--- src/rtl/typed_shadow_regs_pkg.sv ---
// Shared types for the typed shadow register block: FSM state and 1-bit flags.
package typed_regs_pkg;

  typedef enum logic {
    IDLE   = 1'b0,
    COMMIT = 1'b1
  } state_t;

  typedef logic flag_t;

endpackage

--- src/rtl/typed_shadow_regs_if.sv ---
// Write/commit/read bus of the typed shadow register block.
interface typed_shadow_regs_if
  import typed_regs_pkg::*;
#(
  parameter int WIDTH    = 8,
  parameter int CHANNELS = 4
);
  localparam int CHAN_W = $clog2(CHANNELS);
  typedef logic [WIDTH-1:0] elem_t;

  logic                wr_valid;
  logic                wr_ready;
  logic [CHAN_W-1:0]   wr_chan;
  elem_t               wr_data;
  logic                commit;
  logic                commit_done;
  logic [CHAN_W-1:0]   rd_chan;
  elem_t               rd_data;
  logic [CHANNELS-1:0] dirty;
  flag_t               err;

  modport master (
    output wr_valid, wr_chan, wr_data, commit, rd_chan,
    input  wr_ready, commit_done, rd_data, dirty, err
  );

  modport slave (
    input  wr_valid, wr_chan, wr_data, commit, rd_chan,
    output wr_ready, commit_done, rd_data, dirty, err
  );

endinterface

--- src/rtl/typed_shadow_regs_cell.sv ---
// One shadow/active register pair with its dirty flag.
module shadow_cell #(
  parameter int              WIDTH     = 8,
  parameter logic [WIDTH-1:0] RESET_VAL = '0
) (clk, rst, wr_en, wr_data, commit_en, active, dirty);
  import typed_regs_pkg::*;
  typedef logic [WIDTH-1:0] elem_t;

  input  logic  clk;
  input  logic  rst;
  input  logic  wr_en;
  input  elem_t wr_data;
  input  logic  commit_en;
  output elem_t active;
  output flag_t dirty;

  elem_t shadow;

  // A commit only copies when a write is pending; writes never coincide with commits.
  always_ff @(posedge clk) begin
    if (rst) begin
      shadow <= RESET_VAL;
      active <= RESET_VAL;
      dirty  <= 1'b0;
    end else begin
      if (commit_en && dirty) begin
        active <= shadow;
        dirty  <= 1'b0;
      end
      if (wr_en) begin
        shadow <= wr_data;
        dirty  <= 1'b1;
      end
    end
  end

endmodule

--- src/rtl/typed_shadow_regs.sv ---
// Shadow/active register bank: writes land in shadows, a commit scans every channel in fixed time.
module typed_shadow_regs
  import typed_regs_pkg::*;
#(
  parameter int               WIDTH     = 8,
  parameter int               CHANNELS  = 4,
  parameter logic [WIDTH-1:0] RESET_VAL = '0
) (
  input logic                clk,
  input logic                rst,
  typed_shadow_regs_if.slave bus
);
  localparam int CHAN_W = $clog2(CHANNELS);
  typedef logic [WIDTH-1:0] elem_t;

  state_t          state;
  state_t          state_next;
  logic [CHAN_W:0] scan_idx;
  flag_t           err_q;
  elem_t           active [CHANNELS];
  flag_t           dirty_q [CHANNELS];
  logic            wr_fire;
  logic            wr_in_range;
  logic            rd_in_range;
  logic            scan_last;

  assign wr_in_range = {1'b0, bus.wr_chan} < (CHAN_W+1)'(CHANNELS);
  assign rd_in_range = {1'b0, bus.rd_chan} < (CHAN_W+1)'(CHANNELS);
  assign scan_last   = scan_idx == (CHAN_W+1)'(CHANNELS - 1);

  assign bus.wr_ready = (state == IDLE);
  assign wr_fire      = bus.wr_valid && bus.wr_ready;
  assign bus.rd_data  = rd_in_range ? active[bus.rd_chan] : RESET_VAL;
  assign bus.err      = err_q;

  always_ff @(posedge clk) begin
    if (rst) begin
      state    <= IDLE;
      scan_idx <= '0;
      err_q    <= 1'b0;
    end else begin
      state <= state_next;
      if (state == IDLE && bus.commit)
        scan_idx <= '0;
      else if (state == COMMIT)
        scan_idx <= scan_idx + 1'b1;
      if ((wr_fire && !wr_in_range) || !rd_in_range)
        err_q <= 1'b1;
    end
  end

  // commit_done is masked by reset so an aborted scan never reports completion.
  always_comb begin
    state_next      = state;
    bus.commit_done = 1'b0;
    case (state)
      IDLE: begin
        if (bus.commit)
          state_next = COMMIT;
      end
      COMMIT: begin
        if (scan_last) begin
          state_next      = IDLE;
          bus.commit_done = !rst;
        end
      end
      default: state_next = IDLE;
    endcase
  end

  for (genvar i = 0; i < CHANNELS; i++) begin : g_cell
    shadow_cell #(
      .WIDTH     (WIDTH),
      .RESET_VAL (RESET_VAL)
    ) u_cell (
      .clk       (clk),
      .rst       (rst),
      .wr_en     (wr_fire && wr_in_range && (bus.wr_chan == CHAN_W'(i))),
      .wr_data   (bus.wr_data),
      .commit_en ((state == COMMIT) && (scan_idx == (CHAN_W+1)'(i))),
      .active    (active[i]),
      .dirty     (dirty_q[i])
    );
    assign bus.dirty[i] = dirty_q[i];
  end

endmodule

--- src/flat_wrapper.sv ---
// flat-port wrapper written by rule: the top's interface ports become plain ports
module typed_shadow_regs_flat import typed_regs_pkg::*;
#(
  parameter int               WIDTH     = 8,
  parameter int               CHANNELS  = 4,
  parameter logic [WIDTH-1:0] RESET_VAL = '0
)
  (clk, rst, bus_wr_valid, bus_wr_chan, bus_wr_data, bus_commit, bus_rd_chan, bus_wr_ready, bus_commit_done, bus_rd_data, bus_dirty, bus_err);
  typed_shadow_regs_if #(.WIDTH(WIDTH), .CHANNELS(CHANNELS)) bus_i ();
  input logic clk;
  input logic rst;
  input wire logic [$bits(bus_i.wr_valid)-1:0] bus_wr_valid;
  input wire logic [$bits(bus_i.wr_chan)-1:0] bus_wr_chan;
  input wire logic [$bits(bus_i.wr_data)-1:0] bus_wr_data;
  input wire logic [$bits(bus_i.commit)-1:0] bus_commit;
  input wire logic [$bits(bus_i.rd_chan)-1:0] bus_rd_chan;
  output wire logic [$bits(bus_i.wr_ready)-1:0] bus_wr_ready;
  output wire logic [$bits(bus_i.commit_done)-1:0] bus_commit_done;
  output wire logic [$bits(bus_i.rd_data)-1:0] bus_rd_data;
  output wire logic [$bits(bus_i.dirty)-1:0] bus_dirty;
  output wire logic [$bits(bus_i.err)-1:0] bus_err;
  assign bus_i.wr_valid = bus_wr_valid;
  assign bus_i.wr_chan = bus_wr_chan;
  assign bus_i.wr_data = bus_wr_data;
  assign bus_i.commit = bus_commit;
  assign bus_i.rd_chan = bus_rd_chan;
  assign bus_wr_ready = bus_i.wr_ready;
  assign bus_commit_done = bus_i.commit_done;
  assign bus_rd_data = bus_i.rd_data;
  assign bus_dirty = bus_i.dirty;
  assign bus_err = bus_i.err;
  typed_shadow_regs #(.WIDTH(WIDTH), .CHANNELS(CHANNELS), .RESET_VAL(RESET_VAL)) u_core (.clk(clk), .rst(rst), .bus(bus_i));
endmodule
--- config.mk ---
export PLATFORM = sky130hd
export DESIGN_NAME = typed_shadow_regs_flat
export DESIGN_NICKNAME = d
export VERILOG_FILES = /design/src/rtl/typed_shadow_regs_pkg.sv /design/src/rtl/typed_shadow_regs_if.sv /design/src/rtl/typed_shadow_regs_cell.sv /design/src/rtl/typed_shadow_regs.sv /design/src/flat_wrapper.sv
export SDC_FILE = /design/constraint.sdc
export NUM_CORES = 1
export LEC_CHECK = 0
export ABC_AREA = 0
export CAP_MARGIN = 20
export CORE_MARGIN = 1.5
export CORE_UTILIZATION = 51
export CTS_CLUSTER_SIZE = 14
export DETAILED_ROUTE_END_ITERATION = 8
export PLACE_DENSITY = 0.75
export SLEW_MARGIN = 40
export SYNTH_ARGS = -nofsm -noshare
export SYNTH_HDL_FRONTEND = slang
export SYNTH_HIERARCHICAL = 1
export SYNTH_SLANG_ARGS = --single-unit
export TNS_END_PERCENT = 30
--- constraint.sdc ---
create_clock -name clk -period 1.4 [get_ports clk]
set_clock_uncertainty 0.05 [all_clocks]
set_input_delay 0.35 -clock clk [delete_from_list [all_inputs] [get_ports clk]]
set_output_delay 0.35 -clock clk [all_outputs]
set_load 0.01 [all_outputs]
==> impl_results.md <==
* Worst path arrival time at between 1 and 1.5 ns
* Clock-pin slew reported for the worst setup and hold paths after clock tree synthesis at 0.08 ns
* Weighted congestion at the end of routability-driven global placement at about 0.75
* CTS H-tree lvls at 3
* Number of nets in the final layout at ~380
* Final critical path time including I/O delays and setup at 1.773 ns
* Global-route usage over all layers at 21.91%
* Placement-stage worst setup slack at -1.016 ns
* Sw Pwr at 0.001033 W
* Result of the run: finished, violations left
* Worst Tran Pin Value at 0.8569 ns
* Placeable core region at 0.006277 mm2
* Routed Wire Length at 7827 um
* Post-Synthesis Cell Area at 0.003293 mm2
* Unrepaired setup endpoints after global routing: true
* Clock tree from TritonCTS: done
* Initial Util at 52.46%
* Achievable frequency at 0.5640 GHz
* Number of enable-type register cells in the synthesized netlist at 0
* Pin count of the biggest net entering global routing at 73
* Via density at about 5.6
* Post-layout instance count excluding filler cells at 439
* Library cell used as clock root buffer: sky130_fd_sc_hd__clkbuf_8
* Top Ports at 31
* Rows at 29
* Endpoint type of the worst setup path: primary output
* Top flip-flop cell by instance count after synthesis: sky130_fd_sc_hd__dfxtp_1
* Max IR drop VDD at around 0.7 mV
* Stage delay of the slowest cell on the critical path at ~0.34 ns
* Power Dens Cells at 985.5 mW/mm2
* Clock sink count at 72
* Async S/R FF share, synth at 0%
* Die X at 83.36 um
* Number of instances in the placed design at 410
* Hold WC Path Type: flip-flop to flip-flop
* Critical path required time at 1.00 ns
* Share of total power in combinational logic at 10.8%
* Static Leak at 1.510 nW
* Syn Inst Count at 316
* Max capacitance violation total at 0
* Estimated wirelength of the detail-placed design at 4499 um
* Maximum buffer depth of the clock tree at 2
* Final setup viols at 69
* Iter 0 DRT Violations at about 210
* Part of the total power dissipated in the clock network at between 30% and 40%
* Launching element type of the critical path: flip-flop
* Number of library cell types mapped by synthesis at 25
* Die outline height at ~83 um
* Die area at 0.006948 mm2
* Switching part of the total power at 25.44%
* Antenna diode count at 0
* Post-synthesis register bit count at 72
* Number of iterations in the first detailed-routing pass at 4
* Post-detailed-route DRC marker count at 0
* Total grt overflow at 0
* Initial antenna violation count at 0
* Vias after detailed routing at 2457
* Number of pins exceeding their max-slew limit in the final report at 0
* Cells along the critical path: ha_4 > ha_4 > and2_4 > nor2b_1 > buf_2
* Fraction of the core area covered by cells at the end of the flow at between 60% and 70%
* Internal cell power at 0.003028 W
* Relative contribution of sequential cells to total power at 51.9%
* Final cycle utilization of the critical path at 126.7%
* Placed inst area at 0.003667 mm2
* Avg Inst Size Synth at ~10 um2
* Antenna Violating Nets Remaining at 0
* Slowest cell on the critical path: sky130_fd_sc_hd__dfxtp_2
* Share of layout cells above drive strength 1 at 40.06%
* Synth Warn # at 6
* Post-synthesis to final-layout area growth at 25.15%
* Worst relative slew slack at 42.87%
* Port Buffer Count at 29
* Crit path top cell by count: sky130_fd_sc_hd__ha_4
* Num CTS Buffers at 9
* Setup ws final at -0.3731 ns
* Final design area excluding fillers at 0.004121 mm2
* Hold Fails Final Rpt at 0
* Violations in the final reports: setup timing
* Worst hold margin at 0.4104 ns
* Net Count, Synth at 337
* Largest driver fanout on the critical path at 2
* Wire length of the first global-routing pass at 11760 um
* Detail-routed net length per standard cell at 17.83 um
* Startpoint-to-endpoint class of the critical path: flip-flop to primary output
* Number of fillers in the final layout at 473
* Sequential element share of the synthesized area at 43.77%
* CTS Hold Buffers Added at 0
* Vias in the first global route at about 2200
* Source-to-sink clock delay at the later pin of the worst-skew pair at 0.35 ns
-- placed cells by master (no fill, tap or decap), drive strengths merged --
cell,count
inv,8
nor2b,2
nand2b,8
mux4,8
conb,1
dfxtp,72
nor4b,1
nor2,32
buf,43
clkdlybuf4s50,9
clkinvlp,2
and2,6
or3b,3
clkbuf,12
a21bo,32
dlygate4sd2,8
ha,5
mux2i,32
clkinv,2
nand3,32
nor4bb,2
nand2,1
and4,1
a21oi,40
-- critical path, delay by kind of cell, from the launching register on --
family                     cells  cell delay (ns)
DFF                            1             0.34
adders and majority gates      2             0.31
and+or+nand+nor                2             0.25
buffers and inverters          1             0.13
-- repair_timing --
item / CTS / global route
gates cloned: 2 / 2
setup endpoints to repair: 80 / 76
gates resized for setup: 87 / 35
pin swaps: 14 / 16
setup buffers: 8 / 3
-- power by group through the flow --
stage	clock network [W]	logic, W	registers, W
after global placement	0	0.000359	0.00215
after CTS	0.00153	0.000403	0.00211
after floorplan	0	0.000230	0.00216
final	0.00151	0.000439	0.00211
after detailed placement	0	0.000366	0.00215
after global routing	0.00163	0.000465	0.00211
-- area by class of cell --
class	count	area [um2]	share of cell area (%)
Clock buffer	12	155.1	3.764
Clock inverter	4	28.78	0.6982
Inverter	8	30.03	0.7286
Multi-Input combinational cell	206	1757	42.62
Sequential cell	72	1458	35.37
Tap cell	77	96.34	2.338
Timing Repair Buffer	60	596.8	14.48
-- sequential cells by signal (all words and copies together) (netlist names) --
register,flops
u_core/state,1
u_core/g_cell.u_cell/dirty,4
u_core/g_cell.u_cell/active,32
u_core/scan_idx,3
u_core/g_cell.u_cell/shadow,32
-- final timing paths --
kind                                             to  slack (ns)                              start  cells past startpoint
hold / removal    u_core/g_cell[2].u_cell/active[6]        0.41  u_core/g_cell[2].u_cell/shadow[6]                      2
hold reg to reg   u_core/g_cell[2].u_cell/active[6]        0.41  u_core/g_cell[2].u_cell/shadow[6]                      2
setup / recovery                    bus_commit_done       -0.37                 u_core/scan_idx[1]                      5
setup reg to reg  u_core/g_cell[2].u_cell/shadow[5]       -0.18                       u_core/state                      6
-- through the flow --
step	power (W)	setup TNS [ns]
after floorplan	0.002386	-0.09051
after global placement	0.002512	-24.52
after detailed placement	0.002521	-26.08
after CTS	0.004039	-7.998
after global routing	0.004205	-11.20
final	0.004062	-7.998
-- Yosys cell counts (5+ instances only) --
master	count	area [um2]
sky130_fd_sc_hd__mux4_2	8	180.2
sky130_fd_sc_hd__nand3_1	32	160.2
sky130_fd_sc_hd__inv_1	8	30.03
sky130_fd_sc_hd__mux2i_1	32	320.3
sky130_fd_sc_hd__buf_2	13	65.06
sky130_fd_sc_hd__nand2b_1	8	50.05
sky130_fd_sc_hd__buf_6	9	101.4
sky130_fd_sc_hd__a21oi_1	32	160.2
sky130_fd_sc_hd__a21bo_2	24	240.2
sky130_fd_sc_hd__dfxtp_1	72	1441
sky130_fd_sc_hd__a21bo_1	8	80.08
sky130_fd_sc_hd__a21oi_2	8	70.07
sky130_fd_sc_hd__buf_4	5	37.54
sky130_fd_sc_hd__nor2_1	32	120.1
sky130_fd_sc_hd__ha_1	5	62.56
-- routing by layer --
metal,vias to the layer above,track usage [%],part of all wire (%)
li1,1173,-,-
met1,1188,29.19,43
met2,83,34.66,50
met3,13,3.479,5.6
met4,0,10.91,2.0
met5,-,0,0
-- kinds of logic after synthesis --
| logic type | synth area share, % |
|---|---|
| AND/OR/NAND/NOR | 13.22 |
| AO/OA/AOI/OAI | 16.72 |
| flip-flops | 43.77 |
| buffers and inverters | 9.081 |
| multiplexers | 15.20 |
| adder cells (fa/ha/maj) | 1.900 |
| other | 0.1139 |
No activity file was read; power rests on OpenSTA's default activity.
